`config.mk`:
```
export PLATFORM = sky130hd
export DESIGN_NAME = multicycle_control_fsm_flat
export DESIGN_NICKNAME = d
export VERILOG_FILES = /design/src/rtl/multicycle_control_fsm_if.sv /design/src/rtl/multicycle_control_fsm.sv /design/src/flat_wrapper.sv
export SDC_FILE = /design/constraint.sdc
export NUM_CORES = 1
export LEC_CHECK = 0
export BUFFER_PORTS_ARGS = -buffer_cell sky130_fd_sc_hd__buf_4
export CORE_ASPECT_RATIO = 0.5
export CORE_UTILIZATION = 30
export CTS_BUF_LIST = sky130_fd_sc_hd__clkbuf_8
export DETAILED_ROUTE_END_ITERATION = 16
export HOLD_SLACK_MARGIN = 0.06
export PLACE_DENSITY = 0.49
export SLEW_MARGIN = 20
export SYNTH_ARGS = -nofsm -noshare
export SYNTH_HDL_FRONTEND = slang
export SYNTH_SLANG_ARGS = --single-unit
export TNS_END_PERCENT = 30
```
`constraint.sdc`:
```
create_clock -name clk -period 3.5 [get_ports clk]
set_input_delay 0.525 -clock clk [delete_from_list [all_inputs] [get_ports clk]]
set_output_delay 0.525 -clock clk [all_outputs]
set_load 0.01 [all_outputs]
```
`src/rtl/multicycle_control_fsm_if.sv`:
```
// Control/handshake bundle between the KGP-RISC sequencer and the IR, datapath and memories.
// The sequencer connects through the slave modport; its environment uses master.
interface multicycle_control_fsm_if #(
  parameter int OPC_W = 6,
  parameter int EXT_W = 11,
  parameter int CNT_W = 32
);
  logic [OPC_W-1:0] opcode;
  logic [EXT_W-1:0] opcode_ext;
  logic             zero;
  logic             carry;
  logic             sign;
  logic             overflow;
  logic             imem_ready;
  logic             dmem_ready;
  logic             imem_req;
  logic             ir_load;
  logic             pc_write;
  logic             branch_taken;
  logic [3:0]       alu_control;
  logic             regWrite;
  logic             MemWrite;
  logic             MemRead;
  logic             ALU_src;
  logic             const_src;
  logic             reg_data;
  logic             reg_to_pc;
  logic             regWrite_select;
  logic             illegal;
  logic             bus_err;
  logic [2:0]       state;
  logic [CNT_W-1:0] instret;

  modport master (
    output opcode, opcode_ext, zero, carry, sign, overflow, imem_ready, dmem_ready,
    input  imem_req, ir_load, pc_write, branch_taken, alu_control, regWrite, MemWrite,
           MemRead, ALU_src, const_src, reg_data, reg_to_pc, regWrite_select,
           illegal, bus_err, state, instret
  );

  modport slave (
    input  opcode, opcode_ext, zero, carry, sign, overflow, imem_ready, dmem_ready,
    output imem_req, ir_load, pc_write, branch_taken, alu_control, regWrite, MemWrite,
           MemRead, ALU_src, const_src, reg_data, reg_to_pc, regWrite_select,
           illegal, bus_err, state, instret
  );
endinterface

```
`src/rtl/multicycle_control_fsm.sv`:
```
// KGP-RISC multi-cycle sequencer: FETCH/DECODE/EXEC/MEM/WB with memory handshakes,
// branch resolution, illegal/timeout traps and a retired-instruction counter.
module multicycle_control_fsm #(
  parameter int OPC_W   = 6,
  parameter int EXT_W   = 11,
  parameter int TIMEOUT = 16,
  parameter int CNT_W   = 32
) (
  input logic clk,
  input logic rst,
  multicycle_control_fsm_if.slave bus
);

  typedef enum logic [2:0] {
    S_FETCH  = 3'd0,
    S_DECODE = 3'd1,
    S_EXEC   = 3'd2,
    S_MEM    = 3'd3,
    S_WB     = 3'd4,
    S_TRAP   = 3'd7
  } state_e;

  typedef struct packed {
    logic [3:0] alu;
    logic       alu_src;
    logic       const_src;
    logic       reg_data;
    logic       reg_to_pc;
    logic       rw_sel;
  } ctrl_t;

  localparam int WAIT_W = (TIMEOUT < 2) ? 1 : $clog2(TIMEOUT);
  localparam logic [WAIT_W-1:0] WAIT_LAST = WAIT_W'(TIMEOUT - 1);

  localparam logic [OPC_W-1:0] OP_ALU   = OPC_W'(0);
  localparam logic [OPC_W-1:0] OP_LW    = OPC_W'(1);
  localparam logic [OPC_W-1:0] OP_SW    = OPC_W'(2);
  localparam logic [OPC_W-1:0] OP_BR    = OPC_W'(3);
  localparam logic [OPC_W-1:0] OP_BRR   = OPC_W'(4);
  localparam logic [OPC_W-1:0] OP_BC_LO = OPC_W'(5);
  localparam logic [OPC_W-1:0] OP_BC_HI = OPC_W'(12);
  localparam logic [OPC_W-1:0] OP_CALL  = OPC_W'(13);
  localparam logic [OPC_W-1:0] OP_RET   = OPC_W'(14);
  localparam logic [OPC_W-1:0] OP_ADDI  = OPC_W'(15);
  localparam logic [OPC_W-1:0] OP_COMPI = OPC_W'(16);

  state_e            state_q, state_d;
  ctrl_t             ctrl_q, ctrl_d, dec_s;
  logic              dec_ok_s;
  logic [OPC_W-1:0]  op_q, op_d;
  logic [WAIT_W-1:0] wait_q, wait_d;
  logic              illegal_q, illegal_d;
  logic              bus_err_q, bus_err_d;
  logic [CNT_W-1:0]  instret_q;
  logic              imem_req_s, ir_load_s, pc_write_s, taken_s;
  logic              reg_write_s, mem_read_s, mem_write_s;

  function automatic logic [3:0] alu_of_ext(input logic [3:0] ext);
    case (ext)
      4'd0:    alu_of_ext = 4'd0;
      4'd1:    alu_of_ext = 4'd1;
      4'd2:    alu_of_ext = 4'd2;
      4'd3:    alu_of_ext = 4'd3;
      4'd4:    alu_of_ext = 4'd4;
      4'd5:    alu_of_ext = 4'd5;
      4'd6:    alu_of_ext = 4'd4;
      4'd7:    alu_of_ext = 4'd5;
      4'd8:    alu_of_ext = 4'd6;
      4'd9:    alu_of_ext = 4'd6;
      default: alu_of_ext = 4'd0;
    endcase
  endfunction

  // Opcodes 5..12 test zero, carry, sign, overflow in pairs: true, then inverted.
  function automatic logic branch_cond(input logic [OPC_W-1:0] op, input logic z,
                                       input logic cy, input logic sg, input logic ov);
    case (op)
      OPC_W'(5):  branch_cond = z;
      OPC_W'(6):  branch_cond = ~z;
      OPC_W'(7):  branch_cond = cy;
      OPC_W'(8):  branch_cond = ~cy;
      OPC_W'(9):  branch_cond = sg;
      OPC_W'(10): branch_cond = ~sg;
      OPC_W'(11): branch_cond = ov;
      OPC_W'(12): branch_cond = ~ov;
      default:    branch_cond = 1'b0;
    endcase
  endfunction

  // Instruction decode into the datapath control set.
  always_comb begin
    dec_s    = '0;
    dec_ok_s = 1'b1;
    case (bus.opcode) inside
      OP_ALU: begin
        if (bus.opcode_ext <= EXT_W'(9)) begin
          dec_s.alu      = alu_of_ext(bus.opcode_ext[3:0]);
          dec_s.reg_data = 1'b1;
          if ((bus.opcode_ext == EXT_W'(4)) || (bus.opcode_ext == EXT_W'(5)) ||
              (bus.opcode_ext == EXT_W'(8))) begin
            dec_s.alu_src   = 1'b1;
            dec_s.const_src = 1'b1;
          end else begin
            dec_s.alu_src   = 1'b0;
            dec_s.const_src = 1'b0;
          end
        end else begin
          dec_ok_s = 1'b0;
        end
      end
      OP_LW, OP_SW: begin
        dec_s.alu     = 4'd9;
        dec_s.alu_src = 1'b1;
        dec_s.rw_sel  = 1'b1;
      end
      OP_BR, [OP_BC_LO:OP_BC_HI]: begin
        dec_s.alu     = 4'd8;
        dec_s.alu_src = 1'b1;
      end
      OP_BRR: dec_s.alu = 4'd7;
      OP_CALL: begin
        dec_s.alu_src   = 1'b1;
        dec_s.reg_to_pc = 1'b1;
      end
      OP_RET: begin
        dec_s.alu       = 4'd7;
        dec_s.reg_to_pc = 1'b1;
      end
      OP_ADDI, OP_COMPI: begin
        dec_s.alu      = (bus.opcode == OP_COMPI) ? 4'd1 : 4'd0;
        dec_s.alu_src  = 1'b1;
        dec_s.reg_data = 1'b1;
      end
      default: dec_ok_s = 1'b0;
    endcase
  end

  // Next-state and strobe logic; controls are cleared whenever FETCH or TRAP is entered.
  always_comb begin
    state_d     = state_q;
    ctrl_d      = ctrl_q;
    op_d        = op_q;
    wait_d      = '0;
    illegal_d   = illegal_q;
    bus_err_d   = bus_err_q;
    imem_req_s  = 1'b0;
    ir_load_s   = 1'b0;
    pc_write_s  = 1'b0;
    taken_s     = 1'b0;
    reg_write_s = 1'b0;
    mem_read_s  = 1'b0;
    mem_write_s = 1'b0;
    case (state_q)
      S_FETCH: begin
        imem_req_s = 1'b1;
        if (bus.imem_ready) begin
          ir_load_s = 1'b1;
          state_d   = S_DECODE;
        end else if (wait_q == WAIT_LAST) begin
          state_d   = S_TRAP;
          bus_err_d = 1'b1;
          ctrl_d    = '0;
        end else begin
          wait_d = wait_q + WAIT_W'(1);
        end
      end
      S_DECODE: begin
        op_d = bus.opcode;
        if (dec_ok_s) begin
          ctrl_d  = dec_s;
          state_d = S_EXEC;
        end else begin
          illegal_d = 1'b1;
          state_d   = S_TRAP;
        end
      end
      S_EXEC: begin
        case (op_q) inside
          OP_LW, OP_SW: state_d = S_MEM;
          OP_BR, OP_BRR, OP_RET: begin
            pc_write_s = 1'b1;
            taken_s    = 1'b1;
            ctrl_d     = '0;
            state_d    = S_FETCH;
          end
          [OP_BC_LO:OP_BC_HI]: begin
            pc_write_s = 1'b1;
            taken_s    = branch_cond(op_q, bus.zero, bus.carry, bus.sign, bus.overflow);
            ctrl_d     = '0;
            state_d    = S_FETCH;
          end
          default: state_d = S_WB;
        endcase
      end
      S_MEM: begin
        mem_read_s  = (op_q == OP_LW);
        mem_write_s = (op_q != OP_LW);
        if (bus.dmem_ready) begin
          if (op_q == OP_LW) begin
            state_d = S_WB;
          end else begin
            pc_write_s = 1'b1;
            ctrl_d     = '0;
            state_d    = S_FETCH;
          end
        end else if (wait_q == WAIT_LAST) begin
          state_d   = S_TRAP;
          bus_err_d = 1'b1;
          ctrl_d    = '0;
        end else begin
          wait_d = wait_q + WAIT_W'(1);
        end
      end
      S_WB: begin
        reg_write_s = 1'b1;
        pc_write_s  = 1'b1;
        taken_s     = (op_q == OP_CALL);
        ctrl_d      = '0;
        state_d     = S_FETCH;
      end
      S_TRAP: ctrl_d = '0;
      default: begin
        ctrl_d  = '0;
        state_d = S_TRAP;
      end
    endcase
  end

  // State, latched controls, wait counter, sticky trap causes and retire counter.
  always_ff @(posedge clk) begin
    if (rst) begin
      state_q   <= S_FETCH;
      ctrl_q    <= '0;
      op_q      <= '0;
      wait_q    <= '0;
      illegal_q <= 1'b0;
      bus_err_q <= 1'b0;
      instret_q <= '0;
    end else begin
      state_q   <= state_d;
      ctrl_q    <= ctrl_d;
      op_q      <= op_d;
      wait_q    <= wait_d;
      illegal_q <= illegal_d;
      bus_err_q <= bus_err_d;
      instret_q <= instret_q + CNT_W'(pc_write_s);
    end
  end

  // Strobes are held off while reset is asserted so nothing escapes an aborted instruction.
  assign bus.imem_req        = imem_req_s  & ~rst;
  assign bus.ir_load         = ir_load_s   & ~rst;
  assign bus.pc_write        = pc_write_s  & ~rst;
  assign bus.branch_taken    = taken_s     & ~rst;
  assign bus.regWrite        = reg_write_s & ~rst;
  assign bus.MemRead         = mem_read_s  & ~rst;
  assign bus.MemWrite        = mem_write_s & ~rst;
  assign bus.alu_control     = ctrl_q.alu;
  assign bus.ALU_src         = ctrl_q.alu_src;
  assign bus.const_src       = ctrl_q.const_src;
  assign bus.reg_data        = ctrl_q.reg_data;
  assign bus.reg_to_pc       = ctrl_q.reg_to_pc;
  assign bus.regWrite_select = ctrl_q.rw_sel;
  assign bus.illegal         = illegal_q;
  assign bus.bus_err         = bus_err_q;
  assign bus.state           = state_q;
  assign bus.instret         = instret_q;

endmodule
```
`src/flat_wrapper.sv`:
```
// flat-port wrapper written by rule: the top's interface ports become plain ports
module multicycle_control_fsm_flat 
#(
  parameter int OPC_W   = 6,
  parameter int EXT_W   = 11,
  parameter int TIMEOUT = 16,
  parameter int CNT_W   = 32
)
  (clk, rst, bus_opcode, bus_opcode_ext, bus_zero, bus_carry, bus_sign, bus_overflow, bus_imem_ready, bus_dmem_ready, bus_imem_req, bus_ir_load, bus_pc_write, bus_branch_taken, bus_alu_control, bus_regWrite, bus_MemWrite, bus_MemRead, bus_ALU_src, bus_const_src, bus_reg_data, bus_reg_to_pc, bus_regWrite_select, bus_illegal, bus_bus_err, bus_state, bus_instret);
  multicycle_control_fsm_if #(.OPC_W(OPC_W), .EXT_W(EXT_W), .CNT_W(CNT_W)) bus_i ();
  input logic clk;
  input logic rst;
  input wire logic [$bits(bus_i.opcode)-1:0] bus_opcode;
  input wire logic [$bits(bus_i.opcode_ext)-1:0] bus_opcode_ext;
  input wire logic [$bits(bus_i.zero)-1:0] bus_zero;
  input wire logic [$bits(bus_i.carry)-1:0] bus_carry;
  input wire logic [$bits(bus_i.sign)-1:0] bus_sign;
  input wire logic [$bits(bus_i.overflow)-1:0] bus_overflow;
  input wire logic [$bits(bus_i.imem_ready)-1:0] bus_imem_ready;
  input wire logic [$bits(bus_i.dmem_ready)-1:0] bus_dmem_ready;
  output wire logic [$bits(bus_i.imem_req)-1:0] bus_imem_req;
  output wire logic [$bits(bus_i.ir_load)-1:0] bus_ir_load;
  output wire logic [$bits(bus_i.pc_write)-1:0] bus_pc_write;
  output wire logic [$bits(bus_i.branch_taken)-1:0] bus_branch_taken;
  output wire logic [$bits(bus_i.alu_control)-1:0] bus_alu_control;
  output wire logic [$bits(bus_i.regWrite)-1:0] bus_regWrite;
  output wire logic [$bits(bus_i.MemWrite)-1:0] bus_MemWrite;
  output wire logic [$bits(bus_i.MemRead)-1:0] bus_MemRead;
  output wire logic [$bits(bus_i.ALU_src)-1:0] bus_ALU_src;
  output wire logic [$bits(bus_i.const_src)-1:0] bus_const_src;
  output wire logic [$bits(bus_i.reg_data)-1:0] bus_reg_data;
  output wire logic [$bits(bus_i.reg_to_pc)-1:0] bus_reg_to_pc;
  output wire logic [$bits(bus_i.regWrite_select)-1:0] bus_regWrite_select;
  output wire logic [$bits(bus_i.illegal)-1:0] bus_illegal;
  output wire logic [$bits(bus_i.bus_err)-1:0] bus_bus_err;
  output wire logic [$bits(bus_i.state)-1:0] bus_state;
  output wire logic [$bits(bus_i.instret)-1:0] bus_instret;
  assign bus_i.opcode = bus_opcode;
  assign bus_i.opcode_ext = bus_opcode_ext;
  assign bus_i.zero = bus_zero;
  assign bus_i.carry = bus_carry;
  assign bus_i.sign = bus_sign;
  assign bus_i.overflow = bus_overflow;
  assign bus_i.imem_ready = bus_imem_ready;
  assign bus_i.dmem_ready = bus_dmem_ready;
  assign bus_imem_req = bus_i.imem_req;
  assign bus_ir_load = bus_i.ir_load;
  assign bus_pc_write = bus_i.pc_write;
  assign bus_branch_taken = bus_i.branch_taken;
  assign bus_alu_control = bus_i.alu_control;
  assign bus_regWrite = bus_i.regWrite;
  assign bus_MemWrite = bus_i.MemWrite;
  assign bus_MemRead = bus_i.MemRead;
  assign bus_ALU_src = bus_i.ALU_src;
  assign bus_const_src = bus_i.const_src;
  assign bus_reg_data = bus_i.reg_data;
  assign bus_reg_to_pc = bus_i.reg_to_pc;
  assign bus_regWrite_select = bus_i.regWrite_select;
  assign bus_illegal = bus_i.illegal;
  assign bus_bus_err = bus_i.bus_err;
  assign bus_state = bus_i.state;
  assign bus_instret = bus_i.instret;
  multicycle_control_fsm #(.OPC_W(OPC_W), .EXT_W(EXT_W), .TIMEOUT(TIMEOUT), .CNT_W(CNT_W)) u_core (.clk(clk), .rst(rst), .bus(bus_i));
endmodule
```
==> flow_summary.json, run 1 <==
{
  "post-cts-setup-buffers": 0,
  "yosys-top-cells-area": "dfxtp_1 37%, nor2_1 5.6%, xor2_1 5.3%, xnor2_1 3.8%, nand2_1 3.5%",
  "clock-sinks": 56,
  "slew_headroom_pct": 52.5,
  "min_to": "u_core.bus.illegal$_SDFFE_PP0P_",
  "cp.arrival_ns": 3.24,
  "syn_inst": 357,
  "wire_per_inst_um": 13.7,
  "finalCritPeriodShare_pct": 85.3,
  "r2r_cells": 10,
  "maxSlewViolCount": 0,
  "synth_xor_area_share_pct": 9.08,
  "yosysWarningCount": 0,
  "grt_pass1_wl_um": 12600,
  "antenna_cells": 0,
  "multi_input_area_um2": 1750,
  "synth_compound_area_share_pct": 14.2,
  "synth_seq_area_share_pct": 37.5,
  "die_h_um": 72.6,
  "die_area_um2": 10400,
  "peakVddDrop_mv": 0.199,
  "hold_start": "u_core.bus.illegal$_SDFFE_PP0P_",
  "start_util_pct": 31.3,
  "place.gp.congestion": 0.846,
  "core_um2": 9570,
  "worst-path-max-fanout": 11,
  "p_leak_nw": 1.47,
  "crit_path_start_kind": "flip-flop",
  "synth_cell_type_count": 59,
  "cts-htree-levels": 2,
  "placed_area_um2": 3640,
  "grt.overflow.total": 0,
  "synth_top_family_by_area": "simple AND/OR/NAND/NOR gates",
  "status": "finished clean",
  "yosys-top-cells-count": "56 x dfxtp_1, 45 x nor2_1, 28 x nand2_1",
  "synth_area_leader_cell": "dfxtp_1",
  "cts_tree": "yes",
  "hold_violations": 0,
  "r2r_setup_slack_ns": 0.52,
  "first_global_vias": 2552,
  "criticalPathCategory": "reg2reg",
  "synth-simple-area-share_pct": 32.5,
  "route.detailed.drc": 0,
  "first_pass_iters": 4,
  "whs_path_depth": 2,
  "antenna_found_initial": 0,
  "syn_area_um2": 2990,
  "regArea_um2": 1120,
  "clk-insertion-delay-late_ns": 0.32,
  "dp.final_hpwl_um": 5640,
  "yosysMostFrequentCell": "dfxtp_1",
  "cts_made_buffers": 5,
  "rsz0062_at_grt": "false",
  "fin_setup_tns_ns": 0,
  "num_rows": 25,
  "fin_area_um2": 3730,
  "grt_max_degree": 51,
  "cts_buffer_depth": 2,
  "synth.top_cell.area_share_pct": 37.5,
  "ctsHoldBuffers": 0,
  "ys.flop_type": "dfxtp_1",
  "placed_cells": 548,
  "track_usage_pct": 15.2,
  "finClkSkew_ns": 0.00703,
  "synth_enable_flop_cells": 0,
  "syn2layout_area_growth_pct": 24.8,
  "first_iter_violations": 115,
  "final_cells": 556,
  "routed_wl_um": 7630,
  "cts_root_buf": "clkbuf_8",
  "cp.required_ns": 3.75,
  "die_x_um": 143,
  "ioPinCount": 78,
  "max-cap-violations": 0,
  "min_period_ns": 2.98,
  "nNetsFinal": 448,
  "setup_viol": 0,
  "hold_path.class": "reg2reg",
  "antenna_left": 0,
  "drive_above_1_share_pct": 23.0,
  "clkSlewWorstSetupHoldPaths_ns": 0.11,
  "endpoint_kind": "flip-flop",
  "synthMuxAreaShare_pct": 1.09,
  "fill_cells": 1010,
  "synth-async-reset-ratio_pct": 0,
  "postSynthAreaPerCell_um2": 8.38,
  "synth_fa_ha_area_share_pct": 1.59,
  "port-buffer-count": 77,
  "fmax_mhz": 335,
  "post_cts_resized": 0,
  "ys_ff_latch": 56,
  "via_count": 2785,
  "max_slew.worst_pin.slew_ns": 0.707,
  "vias_per_cell": 5.01,
  "synthesis.nets": 385,
  "r2r_end": "u_core.bus.instret[19]$_SDFF_PP0_",
  "r2r-start": "u_core.op_q[3]$_SDFFE_PP0P_",
  "p_per_area_nw_per_um2": 458
}
## how the worst max path moves through the flow
stage | end | cells past startpoint | startpoint
3_3_place_gp | u_core.bus.instret[14]$_SDFF_PP0_ | 11 | u_core.op_q[3]$_SDFFE_PP0P_
5_1_grt | u_core.bus.instret[13]$_SDFF_PP0_ | 10 | u_core.op_q[3]$_SDFFE_PP0P_
2_1_floorplan | u_core.bus.instret[19]$_SDFF_PP0_ | 12 | u_core.op_q[3]$_SDFFE_PP0P_
4_1_cts | u_core.bus.instret[19]$_SDFF_PP0_ | 10 | u_core.op_q[3]$_SDFFE_PP0P_
6_report | u_core.bus.instret[19]$_SDFF_PP0_ | 10 | u_core.op_q[3]$_SDFFE_PP0P_
3_5_place_dp | u_core.bus.instret[14]$_SDFF_PP0_ | 11 | u_core.op_q[3]$_SDFFE_PP0P_
## power breakdown
group / leakage, nW / internal, mW / switching, mW
clock network: 0.0485 / 0.144 / 0.233
logic: 0.966 / 0.241 / 0.318
registers: 0.452 / 0.687 / 0.0842
total: 1.47 / 1.07 / 0.635
## per-layer routing
layer  track usage [%]  vias up  wire length [um]
met5                 0        -                 0
met4              3.43        0                32
met3              3.22        4               323
met2              25.6       59              3570
met1              20.0     1310              3700
li1                  -     1412                 -
## stage by stage
stage	total power, mW	util, %	hold slack, ns	setup slack [ns]
after global placement	1.34	38.0	0.440	0.656
final	1.71	39.0	0.455	0.516
after floorplan	1.16	-	0.433	0.797
after global routing	1.83	39.0	0.487	0.113
after CTS	1.74	39.0	0.460	0.522
after detailed placement	1.35	38.0	0.444	0.553
## cell usage in the layout (no fill, tap or decap), types with 4 or more instances in the layout
cell / count
buf_4: 78
dfxtp_1: 56
nor2_1: 45
nand2_1: 28
xor2_1: 18
nand3_1: 15
nor3_1: 14
o21ai_0: 13
a21oi_1: 13
xnor2_1: 13
and3_1: 11
nand4_1: 9
nor4_1: 8
and4_1: 8
o2bb2ai_1: 7
nor2b_1: 6
nand2b_1: 5
clkbuf_8: 5
inv_1: 4
and2_1: 4
or3_1: 4
## kinds of logic after synthesis
logic type	Yosys count
buffers and inverters	26
flip-flops	56
XOR/XNOR	31
adder cells (fa/ha/maj)	4
multiplexers	3
AO/OA/AOI/OAI	57
AND/OR/NAND/NOR	180
## state kept, by name, summed over array words and instances (netlist names)
signal	cells
u_core.bus.state	3
u_core.bus.bus_err	1
u_core.bus.regWrite_select	1
u_core.bus.reg_data	1
u_core.bus.ALU_src	1
u_core.op_q	6
u_core.bus.alu_control	4
u_core.bus.const_src	1
u_core.wait_q	4
u_core.bus.instret	32
u_core.bus.illegal	1
u_core.bus.reg_to_pc	1
## worst max-delay path: stages (launching register included)
cell,delay (ns)
dfxtp_1,0.42
a311oi_1,0.40
nand3_1,0.19
mux2_2,0.31
o22ai_1,0.18
ha_1,0.20
and3_1,0.25
and2_1,0.32
nand2_1,0.18
or3_1,0.33
a21oi_1,0.15
## layout make-up
cell class,instances,share of cell area (%)
tap,135,4.53
clock inverter,3,0.603
sequential,56,30.0
timing repair buffer,78,15.7
clock buffer,5,1.84
inverter,4,0.402
multi-input combinational,275,46.9
Note: power is estimated with default switching activity, not from simulation.
==> run 2, diff against run 1 <==
- CORE_UTILIZATION: 30 -> 55
- PLACE_DENSITY: 0.49 -> 0.82
- clock period: 3.5 -> 3.3 ns (I/O delays scaled with it)
==> flow_summary.json, run 2 (same netlist as run 1, synthesis figures left out) <==
{
  "place.gp.congestion": 0.898,
  "cts_buffer_depth": 2,
  "ioPinCount": 78,
  "hold_path.class": "reg2reg",
  "r2r_setup_slack_ns": 0.37,
  "slew_headroom_pct": 54.8,
  "first_iter_violations": 195,
  "routed_wl_um": 6670,
  "cts_tree": "yes",
  "crit_path_start_kind": "flip-flop",
  "cts-htree-levels": 2,
  "via_count": 2818,
  "hold_violations": 0,
  "gr-usage-met2_pct": 46.2,
  "drive_above_1_share_pct": 22.8,
  "dp.final_hpwl_um": 4910,
  "max-cap-violations": 0,
  "post_cts_resized": 0,
  "clk-insertion-delay-late_ns": 0.31,
  "clock-sinks": 56,
  "final_common_cell": "buf_4",
  "first_pass_iters": 4,
  "hold_start": "u_core.bus.illegal$_SDFFE_PP0P_",
  "rsz0062_at_grt": "false",
  "setup_viol": 0,
  "cts_root_buf": "clkbuf_8",
  "whs_path_depth": 2,
  "nNetsFinal": 448,
  "min_to": "u_core.bus.illegal$_SDFFE_PP0P_",
  "layout_common_cells": "78 x buf_4, 56 x dfxtp_1, 45 x nor2_1, 28 x nand2_1, 18 x xor2_1",
  "holdWs_ns": 0.451,
  "r2r-start": "u_core.op_q[3]$_SDFFE_PP0P_",
  "p_leak_nw": 1.46,
  "fmax_mhz": 341,
  "finClkSkew_ns": 0.00811,
  "criticalPathCategory": "reg2reg",
  "ctsHoldBuffers": 0,
  "cts_made_buffers": 5,
  "largest_reg_flops": 32,
  "antenna_left": 0,
  "r2r_end": "u_core.bus.instret[13]$_SDFF_PP0_",
  "crit_buf_inv": 0,
  "grt.overflow.total": 0,
  "num_rows": 18,
  "endpoint_kind": "flip-flop",
  "fill_cells": 422,
  "track_usage_pct": 23.9,
  "finalCritPeriodShare_pct": 88.8,
  "grt_pass1_wl_um": 10900,
  "syn2layout_area_growth_pct": 22.0,
  "clkSlewWorstSetupHoldPaths_ns": 0.10,
  "path_cells": "a311oi_1, nand3_1, mux2_2, o22ai_1, ha_1, and3_1, and2_1, nand2_1, or3_1, a21oi_1",
  "antenna_found_initial": 0,
  "first_global_vias": 2477,
  "r2r_cells": 10,
  "use_met1_pct": 27.9,
  "final_cells": 491,
  "p_per_area_nw_per_um2": 487,
  "placed_cells": 483,
  "antenna_cells": 0,
  "vias_per_cell": 5.74,
  "grtUsageMet3_pct": 4.84,
  "start_util_pct": 59.0,
  "wire_per_inst_um": 13.6,
  "critPathSlowestCell": "dfxtp_1",
  "peakVddDrop_mv": 0.225,
  "max_stage_delay_ns": 0.41,
  "port-buffer-count": 77,
  "worst-path-max-fanout": 11,
  "max_slew.worst_pin.slew_ns": 0.672,
  "die_h_um": 54.2,
  "top_usage_layer": "met2",
  "cp_top_family": "simple AND/OR/NAND/NOR gates",
  "fin_setup_tns_ns": 0,
  "die_x_um": 106,
  "core_um2": 5070,
  "cp.required_ns": 3.55,
  "maxSlewViolCount": 0,
  "route.detailed.drc": 0,
  "die_area_um2": 5760,
  "post-cts-setup-buffers": 0,
  "cp.arrival_ns": 3.18,
  "min_period_ns": 2.93,
  "grt_max_degree": 51,
  "status": "finished clean",
  "placed_area_um2": 3560,
  "fin_area_um2": 3650
}
-- run 2: cell count changes in the layout (fill, tap and decap cells not counted) --
cell / change
inv_6: -1
inv_1: +1
clkinvlp_4: +1
clkinv_2: -1
-- run 2: worst min-delay path, cell delays in order, from the launching register on --
cell     delay [ns]
dfxtp_1        0.32
inv_1          0.05
a21oi_1        0.05
-- run 2: worst max path at each step --
stage                                            from                                 to  slack, ns  depth (start not counted)
after floorplan           u_core.op_q[3]$_SDFFE_PP0P_  u_core.bus.instret[19]$_SDFF_PP0_       0.60                         12
after global placement    u_core.op_q[3]$_SDFFE_PP0P_  u_core.bus.instret[14]$_SDFF_PP0_       0.52                         11
after detailed placement  u_core.op_q[3]$_SDFFE_PP0P_  u_core.bus.instret[14]$_SDFF_PP0_       0.40                         11
after CTS                 u_core.op_q[3]$_SDFFE_PP0P_  u_core.bus.instret[13]$_SDFF_PP0_       0.39                         10
after global routing      u_core.op_q[2]$_SDFFE_PP0P_  u_core.bus.instret[13]$_SDFF_PP0_       0.13                         10
final                     u_core.op_q[3]$_SDFFE_PP0P_  u_core.bus.instret[13]$_SDFF_PP0_       0.37                         10
-- run 2: where the power goes --
| group | leakage [nW] | switching (mW) | total, mW | internal [mW] |
|---|---|---|---|---|
| sequential | 0.452 | 0.0868 | 0.816 | 0.729 |
| clock | 0.0455 | 0.232 | 0.381 | 0.149 |
| combinational | 0.966 | 0.323 | 0.580 | 0.256 |
| total | 1.46 | 0.642 | 1.78 | 1.13 |
-- run 2: stage by stage --
step | util (%) | worst slack [ns] | power (mW)
finish | 72.0 | 0.369 | 1.78
global route | 72.0 | 0.125 | 1.89
CTS | 72.0 | 0.386 | 1.79
detailed placement | 70.2 | 0.400 | 1.41
global placement | 70.2 | 0.516 | 1.39
floorplan | - | 0.597 | 1.24
-- run 2: layout make-up --
| type | instances | area (um2) | share of cell area (%) |
|---|---|---|---|
| sequential | 56 | 1120 | 30.7 |
| clock inverter | 3 | 20.0 | 0.549 |
| tap | 70 | 87.6 | 2.40 |
| inverter | 4 | 15.0 | 0.412 |
| timing repair buffer | 78 | 586 | 16.0 |
| multi-input combinational | 275 | 1750 | 48.0 |
| clock buffer | 5 | 68.8 | 1.89 |
-- run 2: metal layers --
metal	vias to the layer above	wire (um)
met4	0	56
met1	1316	3020
met2	84	3270
met3	8	324
met5	-	0
li1	1410	-
==> run 3, diff against run 2 <==
- ABC_AREA: default -> 1
- PLACE_DENSITY: 0.82 -> 0.8
- clock period: 3.3 -> 3.6 ns (I/O delays scaled with it)
==> flow_summary.json, run 3 <==
{
  "start_util_pct": 57.4,
  "finalCritPeriodShare_pct": 78.1,
  "criticalPathCategory": "reg2reg",
  "grt_max_degree": 46,
  "nNetsFinal": 629,
  "clock-sinks": 56,
  "r2r_setup_slack_ns": 0.79,
  "yosysWarningCount": 0,
  "cp_top_family": "simple AND/OR/NAND/NOR gates",
  "r2r_end": "u_core.bus.instret[20]$_SDFF_PP0_",
  "pre_cts_slack_ns": 0.855,
  "place.gp.congestion": 0.898,
  "ys.flop_type": "dfxtp_1",
  "critPathSlowestCell": "dfxtp_1",
  "r2r_cells": 16,
  "post_cts_resized": 0,
  "max_stage_delay_ns": 0.38,
  "synth_enable_flop_cells": 0,
  "holdWs_ns": 0.457,
  "hold_violations": 0,
  "post-cts-setup-buffers": 0,
  "fin_ws_ns": 0.789,
  "port-buffer-count": 77,
  "ioPinCount": 78,
  "cp.required_ns": 3.80,
  "antenna_found_initial": 0,
  "vias_per_cell": 5.31,
  "die_area_um2": 6740,
  "routed_wl_um": 8460,
  "ys_ff_latch": 56,
  "min_period_ns": 2.81,
  "syn_inst": 526,
  "syn2layout_area_growth_pct": 20.6,
  "fin_setup_tns_ns": 0,
  "power_mw": 1.79,
  "p_leak_nw": 1.84,
  "route.detailed.drc": 0,
  "finClkSkew_ns": 0.00778,
  "antenna_cells": 0,
  "wire_per_inst_um": 12.3,
  "clk-insertion-delay-late_ns": 0.31,
  "grt.overflow.total": 0,
  "setup_viol": 0,
  "final_common_cell": "nand2_1",
  "hold_path.class": "reg2reg",
  "min_to": "u_core.bus.illegal$_SDFFE_PP0P_",
  "fill_cells": 588,
  "clkSlewWorstSetupHoldPaths_ns": 0.09,
  "antenna_left": 0,
  "path_cells": "nor2_1, o21ai_1, a21oi_1, o21ai_0, nand3_1, ha_1, ha_1, nand2_1, nor2_2, nand2_2, nor2_4, inv_2, nor3_4, nand2_2, o21ai_0, a21oi_1",
  "worst-path-max-fanout": 8,
  "regArea_um2": 1120,
  "max-cap-violations": 0,
  "yosys-top-cells-count": "117 x nand2_1, 65 x nor2_1, 59 x inv_1",
  "cts_made_buffers": 5,
  "synth-async-reset-ratio_pct": 0,
  "core_um2": 6130,
  "fmax_mhz": 356,
  "yosys-top-cells-area": "dfxtp_1 32%, nand2_1 12%, nor2_1 6.9%, inv_1 6.3%, nand3_1 6.3%",
  "synth.top_cell.area_share_pct": 31.9,
  "cts_tree": "yes",
  "die_h_um": 58.6,
  "multi_input_area_um2": 2050,
  "num_rows": 20,
  "r2r-start": "u_core.op_q[1]$_SDFFE_PP0P_",
  "postSynthAreaPerCell_um2": 6.69,
  "slew_headroom_pct": 64.0,
  "synth_cell_type_count": 46,
  "first_iter_violations": 228,
  "grt_pass1_wl_um": 14100,
  "cp.arrival_ns": 3.01,
  "cts_root_buf": "clkbuf_8",
  "endpoint_kind": "flip-flop",
  "first_pass_iters": 5,
  "synth_area_leader_cell": "dfxtp_1",
  "largest_reg_flops": 32,
  "crit_path_start_kind": "flip-flop",
  "max_slew.worst_pin.slew_ns": 0.539,
  "syn_area_um2": 3520,
  "synth_seq_area_share_pct": 31.9,
  "crit_buf_inv": 1,
  "status": "finished clean",
  "p_per_area_nw_per_um2": 423,
  "whs_path_depth": 2,
  "yosysMostFrequentCell": "nand2_1",
  "cts-htree-levels": 2,
  "hold_start": "u_core.bus.illegal$_SDFFE_PP0P_",
  "synthesis.nets": 554,
  "via_count": 3663,
  "dp.final_hpwl_um": 6410,
  "rsz0062_at_grt": "false",
  "ctsHoldBuffers": 0,
  "maxSlewViolCount": 0,
  "die_x_um": 115,
  "peakVddDrop_mv": 0.253,
  "layout_common_cells": "117 x nand2_1, 77 x buf_4, 65 x nor2_1, 59 x inv_1, 56 x dfxtp_1",
  "cts_buffer_depth": 2,
  "first_global_vias": 3179,
  "drive_above_1_share_pct": 22.9,
  "track_usage_pct": 26.3
}
run 3: cell types whose count changed after synthesis, sizes merged, moves of 12 or more:
cell | before | now
a21oi | 14 | 43
o21ai | 13 | 25
xnor2 | 13 | 1
nand2 | 28 | 124
nand3 | 15 | 57
inv | 4 | 66
xor2 | 18 | 5
nor2 | 45 | 77
run 3: cells by family after synthesis:
| kind of cell | after synthesis | synth area share [%] |
|---|---|---|
| simple gates | 302 | 42.2 |
| compound gates | 83 | 13.7 |
| buf+inv | 76 | 9.74 |
| flops | 56 | 31.9 |
| xor+xnor | 6 | 1.49 |
| fa+ha+maj | 3 | 1.07 |
run 3: final cells by class:
| class | count | share of cell area, % |
|---|---|---|
| Tap cell | 88 | 2.59 |
| Clock buffer | 7 | 2.27 |
| Timing Repair Buffer | 77 | 13.6 |
| Inverter | 67 | 5.98 |
| Multi-Input combinational cell | 394 | 48.4 |
| Clock inverter | 1 | 0.708 |
| Sequential cell | 56 | 26.4 |
run 3: how the worst max path moves through the flow:
| stage | from | to | slack, ns | depth (start not counted) |
|---|---|---|---|---|
| floorplan | u_core.op_q[1]$_SDFFE_PP0P_ | u_core.bus.instret[24]$_SDFF_PP0_ | 1.18 | 18 |
| global placement | u_core.op_q[1]$_SDFFE_PP0P_ | u_core.bus.instret[24]$_SDFF_PP0_ | 0.97 | 18 |
| detailed placement | u_core.op_q[1]$_SDFFE_PP0P_ | u_core.bus.instret[24]$_SDFF_PP0_ | 0.85 | 18 |
| CTS | u_core.op_q[1]$_SDFFE_PP0P_ | u_core.bus.instret[24]$_SDFF_PP0_ | 0.83 | 18 |
| global route | u_core.op_q[1]$_SDFFE_PP0P_ | u_core.bus.instret[24]$_SDFF_PP0_ | 0.32 | 18 |
| finish | u_core.op_q[1]$_SDFFE_PP0P_ | u_core.bus.instret[20]$_SDFF_PP0_ | 0.79 | 16 |
run 3: routing by layer:
metal / vias to the layer above / global-route usage, % / wire length [um]
li1: 1876 / - / -
met1: 1664 / 34.4 / 3850
met2: 109 / 45.7 / 4040
met3: 14 / 3.91 / 458
met4: 0 / 7.79 / 110
met5: - / 0 / 0
run 3: report_power, final:
part           internal, mW  switching [mW]  total, mW
Clock                 0.246           0.198      0.444
Sequential            0.672          0.0501      0.722
Combinational         0.215           0.413      0.628
run 3: worst min-delay path, cell delays in order, from the launching register on:
cell,delay [ns]
dfxtp_1,0.32
inv_1,0.05
a21oi_1,0.05
run 3: per-stage QoR:
| step | util [%] | std cells | instance area [um2] |
|---|---|---|---|
| 2_1_floorplan | - | 526 | 3520 |
| 3_3_place_gp | 67.2 | 682 | 4120 |
| 3_5_place_dp | 67.2 | 682 | 4120 |
| 4_1_cts | 69.2 | 690 | 4240 |
| 5_1_grt | 69.2 | 690 | 4240 |
| 6_report | 69.2 | 690 | 4240 |
